`src/rtl/digits_pkg.sv`:
```
// Shared types and constant helpers for the serial binary-to-BCD converter.
package digits_pkg;

    typedef enum logic [1:0] {
        IDLE,
        SHIFT,
        FINISH
    } state_e;

    function automatic int clog2(input int n);
        int r;
        int v;
        r = 0;
        v = 1;
        while (v < n) begin
            v = v * 2;
            r = r + 1;
        end
        return (r == 0) ? 1 : r;
    endfunction

    // Decimal digits needed to show the largest WIDTH-bit unsigned value.
    function automatic int dec_digits(input int width);
        longint unsigned v;
        int d;
        v = (64'd1 << width) - 64'd1;
        d = 1;
        while (v >= 64'd10) begin
            v = v / 64'd10;
            d = d + 1;
        end
        return d;
    endfunction

endpackage

```
`src/rtl/bcd_adj3.sv`:
```
// Double-dabble digit correction: add 3 to a BCD digit of 5 or more.
module bcd_adj3 (
    input  logic [3:0] d_i,
    output logic [3:0] d_o
);

    assign d_o = (d_i >= 4'd5) ? d_i + 4'd3 : d_i;

endmodule

```
`src/rtl/digits_serial.sv`:
```
// Iterative binary-to-BCD converter, one operand bit per cycle MSB first,
// with registered digit count and leading-zero blank mask.
module digits_serial
    import digits_pkg::*;
#(
    parameter  int WIDTH = 10,
    parameter  int NDIG  = 4,
    localparam int LENW  = clog2(NDIG + 1)
) (
    input  logic              clk,
    input  logic              rst,
    input  logic              start,
    input  logic [WIDTH-1:0]  value,
    output logic              busy,
    output logic              done,
    output logic [4*NDIG-1:0] digits,
    output logic [LENW-1:0]   len,
    output logic [NDIG-1:0]   blank_mask
);

    localparam int CW = clog2(WIDTH + 1);
    localparam logic [NDIG-1:0] BLANK_RST = {{(NDIG-1){1'b1}}, 1'b0};

    if (WIDTH < 4) begin : g_wchk
        $error("digits_serial: WIDTH must be at least 4");
    end
    if (NDIG < dec_digits(WIDTH)) begin : g_nchk
        $error("digits_serial: NDIG too small for WIDTH");
    end

    state_e              state_q, state_d;
    logic [WIDTH-1:0]    sh_q, sh_d;
    logic [4*NDIG-1:0]   acc_q, acc_d;
    logic [CW-1:0]       cnt_q, cnt_d;
    logic [4*NDIG-1:0]   digits_q, digits_d;
    logic [LENW-1:0]     len_q, len_d;
    logic [NDIG-1:0]     blank_q, blank_d;
    logic                done_q, done_d;

    logic [4*NDIG-1:0]   adj;
    logic [4*NDIG-1:0]   acc_shift;
    logic [LENW-1:0]     len_c;
    logic [NDIG-1:0]     blank_c;
    logic                unused_ovf;

    for (genvar g = 0; g < NDIG; g++) begin : g_adj
        bcd_adj3 u_adj (
            .d_i (acc_q[4*g +: 4]),
            .d_o (adj[4*g +: 4])
        );
    end

    // The top accumulator bit never carries for a legal NDIG.
    assign acc_shift  = {adj[4*NDIG-2:0], sh_q[WIDTH-1]};
    assign unused_ovf = adj[4*NDIG-1];

    always_comb begin
        len_c = LENW'(1);
        for (int i = 1; i < NDIG; i++) begin
            if (acc_q[4*i +: 4] != 4'd0) begin
                len_c = LENW'(i + 1);
            end
        end
    end

    always_comb begin
        blank_c = '0;
        for (int i = 1; i < NDIG; i++) begin
            blank_c[i] = (i >= int'(len_c));
        end
    end

    always_comb begin
        state_d  = state_q;
        sh_d     = sh_q;
        acc_d    = acc_q;
        cnt_d    = cnt_q;
        digits_d = digits_q;
        len_d    = len_q;
        blank_d  = blank_q;
        done_d   = 1'b0;
        unique case (state_q)
            IDLE: begin
                if (start) begin
                    sh_d    = value;
                    acc_d   = '0;
                    cnt_d   = '0;
                    state_d = SHIFT;
                end
            end
            SHIFT: begin
                acc_d = acc_shift;
                sh_d  = {sh_q[WIDTH-2:0], 1'b0};
                cnt_d = cnt_q + CW'(1);
                if (cnt_q == CW'(WIDTH - 1)) begin
                    state_d = FINISH;
                end
            end
            FINISH: begin
                digits_d = acc_q;
                len_d    = len_c;
                blank_d  = blank_c;
                done_d   = 1'b1;
                state_d  = IDLE;
            end
            default: begin
                state_d = IDLE;
            end
        endcase
    end

    always_ff @(posedge clk or posedge rst) begin
        if (rst) begin
            state_q  <= IDLE;
            sh_q     <= '0;
            acc_q    <= '0;
            cnt_q    <= '0;
            digits_q <= '0;
            len_q    <= LENW'(1);
            blank_q  <= BLANK_RST;
            done_q   <= 1'b0;
        end else begin
            state_q  <= state_d;
            sh_q     <= sh_d;
            acc_q    <= acc_d;
            cnt_q    <= cnt_d;
            digits_q <= digits_d;
            len_q    <= len_d;
            blank_q  <= blank_d;
            done_q   <= done_d;
        end
    end

    assign busy       = (state_q != IDLE);
    assign done       = done_q;
    assign digits     = digits_q;
    assign len        = len_q;
    assign blank_mask = blank_q;

endmodule

```
`config.mk`:
```
export PLATFORM = sky130hd
export DESIGN_NAME = digits_serial
export DESIGN_NICKNAME = d
export VERILOG_FILES = /design/src/rtl/digits_pkg.sv /design/src/rtl/bcd_adj3.sv /design/src/rtl/digits_serial.sv
export SDC_FILE = /design/constraint.sdc
export NUM_CORES = 1
export LEC_CHECK = 0
export ABC_CLOCK_PERIOD_IN_PS = 1700
export BUFFER_PORTS_ARGS = -buffer_cell sky130_fd_sc_hd__buf_2
export CAP_MARGIN = 20
export CORE_MARGIN = 3
export CORE_UTILIZATION = 45
export DETAILED_ROUTE_END_ITERATION = 6
export PLACE_DENSITY_LB_ADDON = 0.05
export SYNTH_ARGS = -nofsm -noshare
export SYNTH_HDL_FRONTEND = slang
export SYNTH_SLANG_ARGS = --single-unit
export TNS_END_PERCENT = 1
```
`constraint.sdc`:
```
create_clock -name clk -period 1.7 [get_ports clk]
set_input_delay 0.085 -clock clk [delete_from_list [all_inputs] [get_ports clk]]
set_output_delay 0.085 -clock clk [all_outputs]
set_load 0.1 [all_outputs]
```
==> impl_metrics.json, run 1 <==
{
  "antenna_found_initial": 0,
  "grt_pass1_vias": 1923,
  "crit_path_max_incr_delay_ns": 0.38,
  "crit_slowest_cell": "dfrtp_1",
  "hp-start": "value[8]",
  "grt_pass1_wl_um": 8714,
  "synth_area_leaders": "dfrtp_1, nand2_1, ha_1",
  "cp-start-kind": "flip-flop",
  "fill_cells": 494,
  "first_iter_violations": 76,
  "critPathKind": "reg -> reg",
  "cp_data_required_time_ns": 1.95,
  "cp-end-kind": "flip-flop",
  "die_h_um": 80.07,
  "critPathTopFamily": "compound AO/OA/AOI/OAI gates",
  "multi_input_area_sq_um": 991.0,
  "h-tree-depth": 2,
  "dr_total_vias": 1850,
  "grt.total_usage": 0.1744,
  "rr_worst_depth": 6,
  "fp.dieArea_sq_mm": 0.006410,
  "clock_sinks": 55,
  "drt_wl_total_um": 4887,
  "synth_nets": 263,
  "dr.max_layer_used": "met4",
  "finalHoldViolations": 0,
  "clockBufferDepth": 2,
  "wl_per_cell_um": 13.43,
  "min_period_ns": 1.574,
  "r2r-start": "acc_q[5]$_DFFE_PP0P_",
  "area_delta_synth_final_pct": 20.88,
  "finalClockSkew_ns": 0.001946,
  "r2r_slack_ns": 0.13,
  "avgSynthCellArea_sq_um": 10.33,
  "initial_utilization": 0.4743,
  "grt_max_degree": 35,
  "hpwl_um": 3433,
  "min_to": "sh_q[8]$_DFFE_PP0P_",
  "min_path_type": "in -> reg",
  "setup_viol": 0,
  "cp_cell_sequence": "inv_1 -> ha_1 -> nand2b_1 -> a21oi_1 -> mux2i_1 -> a22o_1",
  "die_w_um": 80.07,
  "ys_ff_latch": 55,
  "via_per_inst": 5.082,
  "io_pins": 38,
  "cp_max_fo": 6,
  "final_antenna_net_count": 0,
  "drive_above_1_share": 0.2143,
  "min_path_cells": 3,
  "final_cell_mix": "nand2_1, dfrtp_1, buf_2",
  "overflow": 0,
  "crit_arrival_ns": 1.82,
  "wl_met3_um": 203,
  "synth_top_cell_by_area": "dfrtp_1",
  "numCtsBuffers": 5,
  "synthDistinctLibCells": 31,
  "first_pass_iters": 4,
  "ys_warn_count": 0,
  "clkLatencyLatePin_ns": 0.30,
  "n_antenna_cell": 0,
  "io_buffer_count": 36,
  "netlist_instances": 239,
  "finish.utilization": 0.5733,
  "cts_tree": "done",
  "clockRootBuffer": "clkbuf_8",
  "drc_errors": 0,
  "fmax_mhz": 635.5,
  "drt-met1-wl_um": 2301,
  "cts.clk_slew.worst_paths_ns": 0.09,
  "final-max-slew-violation-count": 0,
  "synth_top_area_frac": 0.5170,
  "period_share": 0.9257,
  "final_common_cell": "nand2_1",
  "r2r-end": "acc_q[6]$_DFFE_PP0P_",
  "cap_violations": 0,
  "routabilityCongestion": 0.8022,
  "core_area_sq_mm": 0.005205,
  "tns_ns": 0,
  "seq_area_sq_mm": 0.001381,
  "wl_met2_um": 2326,
  "rsz0062_at_grt": "no",
  "synth-seq-area-share": 0.5596,
  "syn_area_sq_mm": 0.002469,
  "row_count": 26,
  "post_cts_buffers": 0,
  "nNetsFinal": 317,
  "path_buf_inv": 1,
  "status": "completed"
}
[cell usage after synthesis (all sizes together)]
cell type / number
a22o: 7
nor4b: 1
or2: 1
nand2: 59
and4: 1
mux2i: 5
or3b: 1
nor3b: 5
o21ai: 16
clkbuf: 4
conb: 1
nor2: 4
nand2b: 6
nand3: 3
nor2b: 1
o22ai: 7
o31ai: 5
dfrtp: 51
nand4: 1
buf: 6
ha: 11
a32o: 4
dfstp: 4
a21oi: 7
xnor2: 4
clkinv: 1
a21boi: 1
a22oi: 9
a41oi: 1
inv: 12
[per-layer routing]
metal,track usage,up-vias
met5,0,-
met3,0.04260,6
met2,0.2972,36
met1,0.2217,881
li1,-,927
met4,0.04561,0
[kinds of logic (layout without fill, tap and decap cells)]
logic type | after synthesis | count (layout) | share of synthesized area
flip-flops | 55 | 55 | 0.5596
multiplexers | 5 | 5 | 0.02027
AO/OA/AOI/OAI | 57 | 57 | 0.1546
adder cells (fa/ha/maj) | 11 | 11 | 0.05575
AND/OR/NAND/NOR | 83 | 83 | 0.1541
XOR/XNOR | 4 | 4 | 0.01419
buffers and inverters | 23 | 78 | 0.04003
other | 1 | 1 | 0.001519
[area by class of cell]
type | instances | area share
Inverter | 13 | 0.01635
Clock buffer | 8 | 0.03354
Tap cell | 70 | 0.02935
Timing Repair Buffer | 57 | 0.1258
Sequential cell | 55 | 0.4629
Multi-Input combinational cell | 161 | 0.3321
[worst min-delay path, stage by stage]
cell	delay, ns
buf_2	0.08
a22oi_1	0.05
nand2_1	0.06
[state kept, by name, summed over array words and instances, names as in the netlist]
name and cells:
acc_q 16, digits 16, sh_q 10, cnt_q 4, blank_mask 3, len 3, state_q 2, done 1
[worst max path at each step]
| stage | from | end | slack, ns | depth (start not counted) |
|---|---|---|---|---|
| floorplan | rst | acc_q[0]$_DFFE_PP0P_ | 0.28 | 1 |
| global placement | acc_q[5]$_DFFE_PP0P_ | acc_q[6]$_DFFE_PP0P_ | 0.15 | 6 |
| finish | acc_q[5]$_DFFE_PP0P_ | acc_q[6]$_DFFE_PP0P_ | 0.13 | 6 |
| detailed placement | state_q[1]$_DFFE_PP0P_ | acc_q[11]$_DFFE_PP0P_ | 0.10 | 4 |
| CTS | state_q[1]$_DFFE_PP0P_ | acc_q[11]$_DFFE_PP0P_ | 0.11 | 4 |
| global route | acc_q[9]$_DFFE_PP0P_ | acc_q[10]$_DFFE_PP0P_ | 0.03 | 6 |
[metrics by stage]
step | hold slack [ns] | std cells | cell area (sq um) | worst slack (ns)
finish | 0.009012 | 364 | 2984 | 0.1264
global route | 0.02213 | 364 | 2984 | 0.02742
CTS | 0.003298 | 364 | 2982 | 0.1075
detailed placement | 0.1322 | 346 | 2781 | 0.1046
global placement | 0.1311 | 346 | 2781 | 0.1492
floorplan | 0.2131 | 239 | 2469 | 0.2787
[what timing repair did]
item,4_1_cts,5_1_grt
hold buffers,10,0
endpoints found under the setup margin,0,2
gates resized for setup,0,1
endpoints found under the hold margin,26,0
Power of run 1 is left out: the tool's default activity adds up to more than one toggle a clock period on the data nets, which glitch-free logic cannot reach.
==> run 2, diff against run 1 <==
- CORE_ASPECT_RATIO: unset -> 0.5
- SETUP_SLACK_MARGIN: unset -> 0.5
==> impl_metrics.json, run 2 (synthesis results as in run 1) <==
{
  "min_path_type": "in -> reg",
  "clkLatencyLatePin_ns": 0.31,
  "fill_cells": 454,
  "grt_pass1_wl_um": 9487,
  "numCtsBuffers": 5,
  "via_per_inst": 5.216,
  "n_antenna_cell": 0,
  "routabilityCongestion": 0.7589,
  "grt_max_degree": 27,
  "cts_tree": "done",
  "grt_pass1_vias": 1905,
  "first_pass_iters": 4,
  "r2r-start": "acc_q[9]$_DFFE_PP0P_",
  "crit_arrival_ns": 1.68,
  "finalClockSkew_ns": 0.006188,
  "clockRootBuffer": "clkbuf_8",
  "crit_start": "acc_q[9]$_DFFE_PP0P_",
  "status": "completed",
  "cp_data_required_time_ns": 1.95,
  "r2r-end": "acc_q[10]$_DFFE_PP0P_",
  "rr_worst_depth": 6,
  "grt.total_usage": 0.1846,
  "placed_cell_area_sq_mm": 0.002773,
  "stdcell_count": 371,
  "cts.clk_slew.worst_paths_ns": 0.09,
  "final_antenna_net_count": 0,
  "overflow": 0,
  "hpwl_um": 3747,
  "final_cell_mix": "nand2_1, dfrtp_1, buf_2",
  "r2r_slack_ns": 0.27,
  "period_share": 0.8430,
  "area_delta_synth_final_pct": 28.18,
  "finalInstanceArea_sq_mm": 0.003164,
  "dr_total_vias": 1935,
  "cp-endpoint": "acc_q[10]$_DFFE_PP0P_",
  "first_iter_violations": 115,
  "core_area_sq_mm": 0.005112,
  "tns_ns": 0,
  "die_h_um": 58.38,
  "cp-end-kind": "flip-flop",
  "place_inst": 346,
  "drive_above_1_share": 0.3223,
  "nNetsFinal": 324,
  "cp-start-kind": "flip-flop",
  "drc_errors": 0,
  "wl_per_cell_um": 14.85,
  "drt_wl_total_um": 5511,
  "fp.dieArea_sq_mm": 0.006465,
  "die_w_um": 110.7,
  "cp_max_fo": 5,
  "antenna_found_initial": 0,
  "clockBufferDepth": 2,
  "final_common_cell": "nand2_1",
  "setup_viol": 0,
  "min_period_ns": 1.433,
  "final-max-slew-violation-count": 0,
  "io_pins": 38,
  "finalHoldViolations": 0,
  "cap_violations": 0,
  "clock_sinks": 55,
  "slew_headroom": 0.6409,
  "row_count": 18,
  "initial_utilization": 0.4829,
  "h-tree-depth": 2,
  "io_buffer_count": 36,
  "hold-worst-slack_ns": 0.01011,
  "max_slew.worst_pin.slew_ns": 0.5375,
  "critPathKind": "reg -> reg",
  "rsz0062_at_grt": "yes",
  "fmax_mhz": 697.8
}
==> run 2: critical path: stages (launching register included) <==
cell      delay [ns]
dfrtp_1         0.38
inv_2           0.08
ha_2            0.18
nand2b_4        0.15
a21oi_4         0.18
mux2i_2         0.25
a22o_1          0.15
==> run 2: worst min-delay path by stage <==
| stage | cells after the start | startpoint | to |
|---|---|---|---|
| global route | 3 | value[9] | sh_q[9]$_DFFE_PP0P_ |
| global placement | 2 | rst | digits[6]$_DFFE_PP0P_ |
| finish | 3 | value[9] | sh_q[9]$_DFFE_PP0P_ |
| CTS | 3 | value[9] | sh_q[9]$_DFFE_PP0P_ |
| detailed placement | 2 | rst | digits[7]$_DFFE_PP0P_ |
| floorplan | 1 | rst | acc_q[0]$_DFFE_PP0P_ |
==> run 2: metrics by stage <==
step,setup WS (ns),util
4_1_cts,0.2927,0.6023
2_1_floorplan,0.2860,-
3_5_place_dp,0.03241,0.5423
6_report,0.2668,0.6189
5_1_grt,0.2112,0.6189
3_3_place_gp,0.04126,0.5423
==> run 2: layer usage <==
| metal | GRT usage | share of wire | vias up |
|---|---|---|---|
| li1 | - | - | 944 |
| met1 | 0.2736 | 0.51 | 934 |
| met2 | 0.2716 | 0.42 | 51 |
| met3 | 0.04825 | 0.065 | 6 |
| met4 | 0.05088 | 0.0065 | 0 |
| met5 | 0 | 0 | - |
==> run 2: area by class of cell <==
| type | count | area [sq um] | share of cell area |
|---|---|---|---|
| multi-input cells | 161 | 1122 | 0.3547 |
| well taps | 70 | 87.58 | 0.02768 |
| flip-flops and latches | 55 | 1384 | 0.4373 |
| clock buffers | 7 | 86.33 | 0.02728 |
| clock inverters | 1 | 5.005 | 0.001582 |
| repair buffers | 64 | 425.4 | 0.1344 |
| inverters | 13 | 53.80 | 0.01700 |
==> run 2: timing repair <==
item,4_1_cts,5_1_grt
pin swaps,5,7
hold buffers,10,0
hold endpoints to repair,29,0
gates resized for setup,24,15
buffers inserted,4,3
endpoints found under the setup margin,60,76
Power of run 2 is left out for the same reason.
